File: src/rtl/alu_op_sequencer_if.sv
// Bundle of the command stream, alu launch/result wires and response stream
// that the FP8 op sequencer sits on. The sequencer is the master side.
interface alu_op_sequencer_if;
  // command stream
  logic       cmd_valid;
  logic       cmd_ready;
  logic [3:0] cmd_op;
  logic [7:0] cmd_a;
  logic [7:0] cmd_b;
  // alu side
  logic [7:0] alu_a;
  logic [7:0] alu_b;
  logic [3:0] alu_ctrl;
  logic       alu_start;
  logic [7:0] alu_y;
  logic       alu_valid;
  // response stream
  logic       rsp_valid;
  logic       rsp_ready;
  logic [7:0] rsp_y;
  logic       rsp_timeout;
  logic [7:0] ops_done;

  modport master (
    input  cmd_valid, cmd_op, cmd_a, cmd_b, alu_y, alu_valid, rsp_ready,
    output cmd_ready, alu_a, alu_b, alu_ctrl, alu_start,
           rsp_valid, rsp_y, rsp_timeout, ops_done
  );

  modport slave (
    output cmd_valid, cmd_op, cmd_a, cmd_b, alu_y, alu_valid, rsp_ready,
    input  cmd_ready, alu_a, alu_b, alu_ctrl, alu_start,
           rsp_valid, rsp_y, rsp_timeout, ops_done
  );
endinterface

File: src/rtl/alu_op_sequencer.sv
// Initiator for the FP8 (E4M3) alu start/valid protocol. Accepts one command,
// pulses the alu reset as a start strobe, waits for is_output_valid (or gives
// up after a bounded wait) and returns the result on a response stream.
module alu_op_sequencer #(
  parameter int START_CYCLES   = 1,
  parameter int TIMEOUT_CYCLES = 16
) (
  input  logic                 clock,
  input  logic                 reset,
  alu_op_sequencer_if.master   bus
);

  localparam int SCW = $clog2(START_CYCLES + 1);
  localparam int WCW = $clog2(TIMEOUT_CYCLES + 1);
  localparam logic [SCW-1:0] START_LOAD = SCW'(START_CYCLES - 1);
  localparam logic [WCW-1:0] WAIT_LAST  = WCW'(TIMEOUT_CYCLES - 1);

  typedef enum logic [1:0] {
    IDLE  = 2'd0,
    START = 2'd1,
    WAIT  = 2'd2,
    RESP  = 2'd3
  } state_t;

  state_t          state;
  state_t          state_next;
  logic [SCW-1:0]  start_cnt;
  logic [WCW-1:0]  wait_cnt;
  logic            accept;
  logic            start_last;
  logic            wait_expire;
  logic            rsp_done;

  // Wait counter increment that parks at all-ones instead of wrapping.
  function automatic logic [WCW-1:0] sat_inc(input logic [WCW-1:0] v);
    return (v == {WCW{1'b1}}) ? v : v + WCW'(1);
  endfunction

  // Handshake and counter terminal conditions.
  always_comb begin
    accept      = (state == IDLE) && bus.cmd_ready && bus.cmd_valid;
    start_last  = (state == START) && (start_cnt == '0);
    wait_expire = (wait_cnt >= WAIT_LAST);
    rsp_done    = (state == RESP) && bus.rsp_ready;
  end

  // State register.
  always_ff @(posedge clock or negedge reset) begin
    if (!reset) state <= IDLE;
    else        state <= state_next;
  end

  // Next-state decode: one op in flight at a time, strictly IDLE->START->WAIT->RESP.
  always_comb begin
    state_next = state;
    case (state)
      IDLE:  if (accept)                            state_next = START;
      START: if (start_last)                        state_next = WAIT;
      WAIT:  if (bus.alu_valid || wait_expire)      state_next = RESP;
      RESP:  if (rsp_done)                          state_next = IDLE;
      default:                                      state_next = IDLE;
    endcase
  end

  // Control outputs and counters; alu_start idles high under reset to hold the alu cleared.
  always_ff @(posedge clock or negedge reset) begin
    if (!reset) begin
      bus.cmd_ready <= 1'b0;
      bus.alu_start <= 1'b1;
      start_cnt     <= '0;
      wait_cnt      <= '0;
      bus.rsp_valid <= 1'b0;
      bus.ops_done  <= 8'd0;
    end else begin
      case (state)
        IDLE: begin
          if (accept) begin
            bus.cmd_ready <= 1'b0;
            bus.alu_start <= 1'b1;
            start_cnt     <= START_LOAD;
          end else begin
            bus.cmd_ready <= 1'b1;
            bus.alu_start <= 1'b0;
          end
        end
        START: begin
          if (start_last) begin
            bus.alu_start <= 1'b0;
            wait_cnt      <= '0;
          end else begin
            start_cnt <= start_cnt - SCW'(1);
          end
        end
        WAIT: begin
          // A valid seen on the expiring edge still wins over the timeout.
          if (bus.alu_valid || wait_expire) bus.rsp_valid <= 1'b1;
          else                              wait_cnt      <= sat_inc(wait_cnt);
        end
        RESP: begin
          if (bus.rsp_ready) begin
            bus.rsp_valid <= 1'b0;
            bus.ops_done  <= bus.ops_done + 8'd1;
            bus.cmd_ready <= 1'b1;
          end
        end
        default: ;
      endcase
    end
  end

  // Operand and result registers; operands hold from accept to the next accept.
  always_ff @(posedge clock or negedge reset) begin
    if (!reset) begin
      bus.alu_a       <= 8'h00;
      bus.alu_b       <= 8'h00;
      bus.alu_ctrl    <= 4'h0;
      bus.rsp_y       <= 8'h00;
      bus.rsp_timeout <= 1'b0;
    end else begin
      if (accept) begin
        bus.alu_a    <= bus.cmd_a;
        bus.alu_b    <= bus.cmd_b;
        bus.alu_ctrl <= bus.cmd_op;
      end
      if (state == WAIT) begin
        if (bus.alu_valid) begin
          bus.rsp_y       <= bus.alu_y;
          bus.rsp_timeout <= 1'b0;
        end else if (wait_expire) begin
          bus.rsp_y       <= 8'h00;
          bus.rsp_timeout <= 1'b1;
        end
      end
    end
  end

endmodule

File: src/flat_wrapper.sv
// flat-port wrapper written by rule: the top's interface ports become plain ports
module alu_op_sequencer_flat 
#(
  parameter int START_CYCLES   = 1,
  parameter int TIMEOUT_CYCLES = 16
)
  (clock, reset, bus_cmd_valid, bus_cmd_op, bus_cmd_a, bus_cmd_b, bus_alu_y, bus_alu_valid, bus_rsp_ready, bus_cmd_ready, bus_alu_a, bus_alu_b, bus_alu_ctrl, bus_alu_start, bus_rsp_valid, bus_rsp_y, bus_rsp_timeout, bus_ops_done);
  alu_op_sequencer_if bus_i ();
  input  logic clock;
  input  logic reset;
  input wire logic [$bits(bus_i.cmd_valid)-1:0] bus_cmd_valid;
  input wire logic [$bits(bus_i.cmd_op)-1:0] bus_cmd_op;
  input wire logic [$bits(bus_i.cmd_a)-1:0] bus_cmd_a;
  input wire logic [$bits(bus_i.cmd_b)-1:0] bus_cmd_b;
  input wire logic [$bits(bus_i.alu_y)-1:0] bus_alu_y;
  input wire logic [$bits(bus_i.alu_valid)-1:0] bus_alu_valid;
  input wire logic [$bits(bus_i.rsp_ready)-1:0] bus_rsp_ready;
  output wire logic [$bits(bus_i.cmd_ready)-1:0] bus_cmd_ready;
  output wire logic [$bits(bus_i.alu_a)-1:0] bus_alu_a;
  output wire logic [$bits(bus_i.alu_b)-1:0] bus_alu_b;
  output wire logic [$bits(bus_i.alu_ctrl)-1:0] bus_alu_ctrl;
  output wire logic [$bits(bus_i.alu_start)-1:0] bus_alu_start;
  output wire logic [$bits(bus_i.rsp_valid)-1:0] bus_rsp_valid;
  output wire logic [$bits(bus_i.rsp_y)-1:0] bus_rsp_y;
  output wire logic [$bits(bus_i.rsp_timeout)-1:0] bus_rsp_timeout;
  output wire logic [$bits(bus_i.ops_done)-1:0] bus_ops_done;
  assign bus_i.cmd_valid = bus_cmd_valid;
  assign bus_i.cmd_op = bus_cmd_op;
  assign bus_i.cmd_a = bus_cmd_a;
  assign bus_i.cmd_b = bus_cmd_b;
  assign bus_i.alu_y = bus_alu_y;
  assign bus_i.alu_valid = bus_alu_valid;
  assign bus_i.rsp_ready = bus_rsp_ready;
  assign bus_cmd_ready = bus_i.cmd_ready;
  assign bus_alu_a = bus_i.alu_a;
  assign bus_alu_b = bus_i.alu_b;
  assign bus_alu_ctrl = bus_i.alu_ctrl;
  assign bus_alu_start = bus_i.alu_start;
  assign bus_rsp_valid = bus_i.rsp_valid;
  assign bus_rsp_y = bus_i.rsp_y;
  assign bus_rsp_timeout = bus_i.rsp_timeout;
  assign bus_ops_done = bus_i.ops_done;
  alu_op_sequencer #(.START_CYCLES(START_CYCLES), .TIMEOUT_CYCLES(TIMEOUT_CYCLES)) u_core (.clock(clock), .reset(reset), .bus(bus_i));
endmodule
File: config.mk
export PLATFORM = sky130hd
export DESIGN_NAME = alu_op_sequencer_flat
export DESIGN_NICKNAME = d
export VERILOG_FILES = /design/src/rtl/alu_op_sequencer_if.sv /design/src/rtl/alu_op_sequencer.sv /design/src/flat_wrapper.sv
export SDC_FILE = /design/constraint.sdc
export NUM_CORES = 1
export LEC_CHECK = 0
export CELL_PAD_IN_SITES_DETAIL_PLACEMENT = 1
export CELL_PAD_IN_SITES_GLOBAL_PLACEMENT = 2
export CORE_MARGIN = 3
export CORE_UTILIZATION = 28
export DETAILED_ROUTE_END_ITERATION = 12
export PLACE_DENSITY_LB_ADDON = 0.1
export REMOVE_ABC_BUFFERS = 1
export SYNTH_ARGS = -nofsm -noshare
export SYNTH_HDL_FRONTEND = slang
export SYNTH_SLANG_ARGS = --single-unit
File: constraint.sdc
create_clock -name clock -period 2.3 [get_ports clock]
set_clock_uncertainty 0.1 [all_clocks]
set_input_delay 0.23 -clock clock [delete_from_list [all_inputs] [get_ports clock]]
set_output_delay 0.23 -clock clock [all_outputs]
set_load 0.005 [all_outputs]
==> impl_metrics.json <==
{
  "status": "finished, final reports clean",
  "startpoint_type": "flop",
  "clock-root-buffer": "clkbuf_8",
  "grt_start_max_net_pins": 24,
  "path_class": "flop to flop",
  "drtIter0Drc": 26,
  "setup_viol": 0,
  "fin_setup_tns_ns": 0,
  "slew_viol_final": 0,
  "grtUsageMet2_pct": 21.1,
  "p_total_mw": 3.77,
  "design_area_um2": 3170,
  "syn_to_final_growth_pct": 44.6,
  "gr-total-overflow": 0,
  "reg2reg_from": "u_core.wait_cnt[1]$_DFFE_PN0P_",
  "peakVddDrop_uv": 554,
  "clk_pin_slew_ns": 0.10,
  "antenna_found_initial": 0,
  "fp.dieH_um": 94.4,
  "worstMarginPinSlew_ns": 0.654,
  "grt_pass1_vias": 1807,
  "grtUsageTotal_pct": 13.3,
  "initial_core_util_pct": 29.6,
  "ant_nets": 0,
  "timing.final.crit_period_ns": 2.18,
  "leakagePower_nw": 1.40,
  "setup.worst_path.end_class": "flop",
  "synth-async-reset-ratio_pct": 100,
  "die_area_um2": 8920,
  "synthDistinctLibCells": 38,
  "pin_count": 73,
  "dieWidth_um": 94.4,
  "first_pass_iters": 4,
  "power_density_nw_per_um2": 1190,
  "cts_resized": 0,
  "finalHoldViolations": 0,
  "syn_inst": 184,
  "vias": 1678,
  "crit_required_ns": 2.39,
  "cts_buffers": 5,
  "worst_slew_margin_rel_pct": 56.4,
  "place_congestion": 0.776,
  "final_core_util_pct": 42.7,
  "rsz0062_at_grt": "true",
  "grt_use_met3_pct": 5.42,
  "hold_path.class": "input pin to asynchronous set/reset pin",
  "cts_max_path_buffers": 2,
  "wl_um": 5590,
  "rows": 31,
  "fin_hold_ws_ns": 0.294,
  "avgSynthCellArea_um2": 11.9,
  "fmax_mhz": 458,
  "wire_per_inst_um": 15.2,
  "final_nets": 309,
  "ys_seq_area_share_pct": 54.9,
  "worst_ep_arrival_time_ns": 2.27,
  "io_buffers": 72,
  "synth-seq-cells": 48,
  "clkLatencyLatePin_ns": 0.30,
  "mostFrequentLayoutCells": "71 x clkdlybuf4s50_1, 47 x dfrtp_1, 24 x nand2_1",
  "cts_tree": "yes",
  "met1_usage_pct": 17.0,
  "place_area_um2": 3060,
  "drc_errors": 0,
  "drv_cap": 0,
  "synth-edff-count": 0,
  "netlist_area_um2": 2190,
  "diodes": 0,
  "drive_above_1_share_pct": 17.2,
  "cp_max_fo": 6,
  "ys.flop_type": "dfrtp_1",
  "htree_levels": 2,
  "top_usage_layer": "met2",
  "cp-startpoint": "u_core.wait_cnt[1]$_DFFE_PN0P_",
  "ys_warn_count": 0,
  "vias_per_cell": 4.57,
  "final_common_cell": "clkdlybuf4s50_1",
  "grt_first_pass_wirelength_um": 9160,
  "coreArea_um2": 7410,
  "min_period_over_period_pct": 94.9,
  "clkSinkCount": 48,
  "place_hpwl_um": 4160
}
cells by family after synthesis:
group           after synthesis  share of synthesized area [%]
fa+ha+maj                     9                           5.14
simple gates                 67                           16.4
xor+xnor                      7                           2.80
flops                        48                           54.9
buf+inv                      12                           2.57
compound gates               18                           6.40
mux                          23                           11.8
timing repair:
item / 4_1_cts / 5_1_grt
endpoints found under the hold margin: 17 / 0
endpoints found under the setup margin: 0 / 1
setup buffers: 0 / 0
hold buffers: 1 / 0
synthesized netlist by cell type, types with 2 or more instances:
library cell / number / area share (%)
mux2_2: 21 / 11
buf_2: 3 / 0.69
dfrtp_1: 47 / 54
nand4b_1: 2 / 0.80
nor2_1: 6 / 1.0
ha_1: 9 / 5.1
o21ai_0: 8 / 1.8
inv_1: 7 / 1.2
xnor2_1: 5 / 2.0
nand2b_1: 4 / 1.1
nand4_1: 4 / 1.1
nand2_1: 24 / 4.1
and3_1: 2 / 0.57
nand3_1: 17 / 3.9
xor2_1: 2 / 0.80
cell type report:
type	count	area, µm²
fill	812	4240
sequential	48	1200
multi-input combinational	124	931
timing repair buffer	81	786
tap	99	124
clock buffer	6	82.6
inverter	7	26.3
clock inverter	2	13.8
routing by layer:
metal | up-vias | routed length, µm
li1 | 811 | -
met1 | 823 | 2520
met2 | 39 | 2650
met3 | 5 | 374
met4 | 0 | 48
met5 | - | 0
registers in the layout (all words and copies together) (netlist names):
| register | cells |
|---|---|
| u_core.wait_cnt | 5 |
| u_core.bus.alu_a | 8 |
| u_core.bus.alu_b | 8 |
| u_core.bus.ops_done | 8 |
| u_core.bus.cmd_ready | 1 |
| u_core.state | 2 |
| u_core.start_cnt | 1 |
| u_core.bus.rsp_y | 8 |
| u_core.bus.alu_start | 1 |
| u_core.bus.rsp_valid | 1 |
| u_core.bus.rsp_timeout | 1 |
| u_core.bus.alu_ctrl | 4 |
worst max-delay path, stage by stage, from the launching register on:
cell and delay, ns:
dfrtp_1 0.44, ha_1 0.22, and3_1 0.21, ha_1 0.27, nor4_2 0.38, a21oi_2 0.12
mux2_1 0.33
final timing paths:
path,end,slack [ns],depth (start not counted)
min reg2reg,u_core.bus.rsp_y[1]$_DFFE_PN0P_,0.37,2
min in group clock,u_core.bus.rsp_y[1]$_DFFE_PN0P_,0.37,2
max,u_core.state[1]$_DFFE_PN0P_,0.12,6
min,u_core.bus.ops_done[1]$_DFFE_PN0P_,0.29,2
max in group asynchronous,u_core.bus.alu_start$_DFFE_PN1P_,1.13,3
max reg2reg,u_core.state[1]$_DFFE_PN0P_,0.12,6
report_power, final:
group          leakage, nW  switching, mW  total (mW)  internal [mW]
Sequential           0.585          0.259        1.48           1.22
Clock               0.0516          0.310       0.557          0.247
Combinational        0.763          0.676        1.74           1.06
Total                 1.40           1.25        3.77           2.53
metrics by stage:
stage	setup slack (ns)	instances
3_3_place_gp	0.160	358
2_1_floorplan	0.239	179
3_5_place_dp	0.123	358
5_1_grt	-0.00620	367
6_report	0.117	367
4_1_cts	0.107	367
(Power assumes the default switching activity.)
==> RTL edit, RTL diff (config.mk and constraints unchanged) <==
`TIMEOUT_CYCLES` is set to 16 in 2 places; all go to 32.
--- a/src/rtl/alu_op_sequencer.sv
+++ b/src/rtl/alu_op_sequencer.sv
@@ -4,5 +4,5 @@
 module alu_op_sequencer #(
   parameter int START_CYCLES   = 1,
-  parameter int TIMEOUT_CYCLES = 16
+  parameter int TIMEOUT_CYCLES = 32
 ) (
   input  logic                 clock,
--- a/src/flat_wrapper.sv
+++ b/src/flat_wrapper.sv
@@ -3,5 +3,5 @@
 #(
   parameter int START_CYCLES   = 1,
-  parameter int TIMEOUT_CYCLES = 16
+  parameter int TIMEOUT_CYCLES = 32
 )
   (clock, reset, bus_cmd_valid, bus_cmd_op, bus_cmd_a, bus_cmd_b, bus_alu_y, bus_alu_valid, bus_rsp_ready, bus_cmd_ready, bus_alu_a, bus_alu_b, bus_alu_ctrl, bus_alu_start, bus_rsp_valid, bus_rsp_y, bus_rsp_timeout, bus_ops_done);
Formal check against the unedited RTL: same outputs for any inputs over 10 cycles, from zero or initial values and one cycle with reset low; that may be too few to reach the edited logic, so the function may still have changed.
==> RTL edit against the unedited design <==
  * Global-route usage shrank 1.5 points
  * Synthesized area decreased by 3.9%
  * Critical path depth fell by 1
  * Wire length fell by 12%
  * Power down 5.1%
  * Final area fell by 3.0%
  * Fmax increased by 10%
  * Sequential cell count up 1
  * Worst setup slack better by 0.20 ns
  * Critical path type unchanged
  * Largest cell class unchanged
==> RTL edit: results <==
[routing]
wl_met1_mm = 2.17
route.met3.wl_um = 413
wl_met2_mm = 2.25
viasPerCell = 4.50
drt-pass1-iter-count = 3
routedWlPerCell_um = 13.9

[power_and_ir_drop]
pwr-share-comb = 0.449
ir_worst_vdd_v = 0.000458
p_leak_nw = 1.35
power_density_nw_per_um2 = 1170
seqPwrFrac = 0.405

[global_route]
use_met2 = 0.188
use_met1 = 0.144
first_global_vias = 1642
grt_max_degree = 23
groute.usage.overall = 0.118
grt_util_met3 = 0.0528

[placement]
dp_hpwl_mm = 3.69
place_congestion = 0.700

[yosys]
ys_top_cells_by_count = dfrtp_1, nand2_1, mux2_2
synth.area.top_cells = dfrtp_1, mux2_2, nand2_1
synth_cell_type_count = 33
ys_seq_area_frac = 0.583
synth.top_cell.area_share = 0.571

[cells_and_area]
layout-drive-gt1-share = 0.163
nets = 296

[critical_path]
max_stage_delay_ns = 0.42
cp_data_arrival_time_ns = 2.08

[run_status]
status = completed
RTL edit: path summary, 6_finish.rpt:
check,startpoint,endpoint,slack [ns],cells after the start
setup / recovery,u_core.wait_cnt[0],u_core.state[1],0.32,5
hold / removal,reset,u_core.bus.rsp_y[0],0.26,2
setup reg to reg,u_core.wait_cnt[0],u_core.state[1],0.32,5
hold reg to reg,u_core.bus.rsp_y[3],u_core.bus.rsp_y[3],0.37,2
max in group asynchronous,reset,u_core.bus.alu_start,1.19,3
min in group clock,u_core.bus.rsp_y[3],u_core.bus.rsp_y[3],0.37,2
RTL edit: timing repair:
| item | in CTS | in global routing |
|---|---|---|
| buffers inserted | 0 | 0 |
| endpoints found under the setup margin | 0 | 0 |
| hold buffers | 1 | 0 |
| endpoints found under the hold margin | 15 | 0 |
RTL edit: logic make-up after synthesis:
logic type	count (synthesis)	synth area share
compound gates	19	0.0618
xor+xnor	7	0.0291
fa+ha+maj	7	0.0416
buf+inv	9	0.0166
flops	49	0.583
mux	25	0.134
simple gates	58	0.133
RTL edit: cell type report:
type                    instances  area [um^2]
clock buffers                   5         68.8
clock inverters                 3         22.5
fillers                       790         3950
inverters                       5         18.8
multi-input cells             116          842
flip-flops and latches         49         1230
well taps                      96          120
repair buffers                 79          771
RTL edit: worst max-delay path, delay by kind of cell (launching register included):
family / cells / cell delay [ns]
fa+ha+maj: 1 / 0.27
simple gates: 2 / 0.52
mux: 1 / 0.31
compound gates: 1 / 0.27
flops: 1 / 0.42
RTL edit: stage by stage:
| stage | cells | cell area, um^2 | worst slack (ns) |
|---|---|---|---|
| floorplan | 170 | 2090 | 0.395 |
| global placement | 344 | 2970 | 0.363 |
| detailed placement | 344 | 2970 | 0.279 |
| CTS | 353 | 3070 | 0.250 |
| global route | 353 | 3070 | 0.0904 |
| finish | 353 | 3070 | 0.320 |
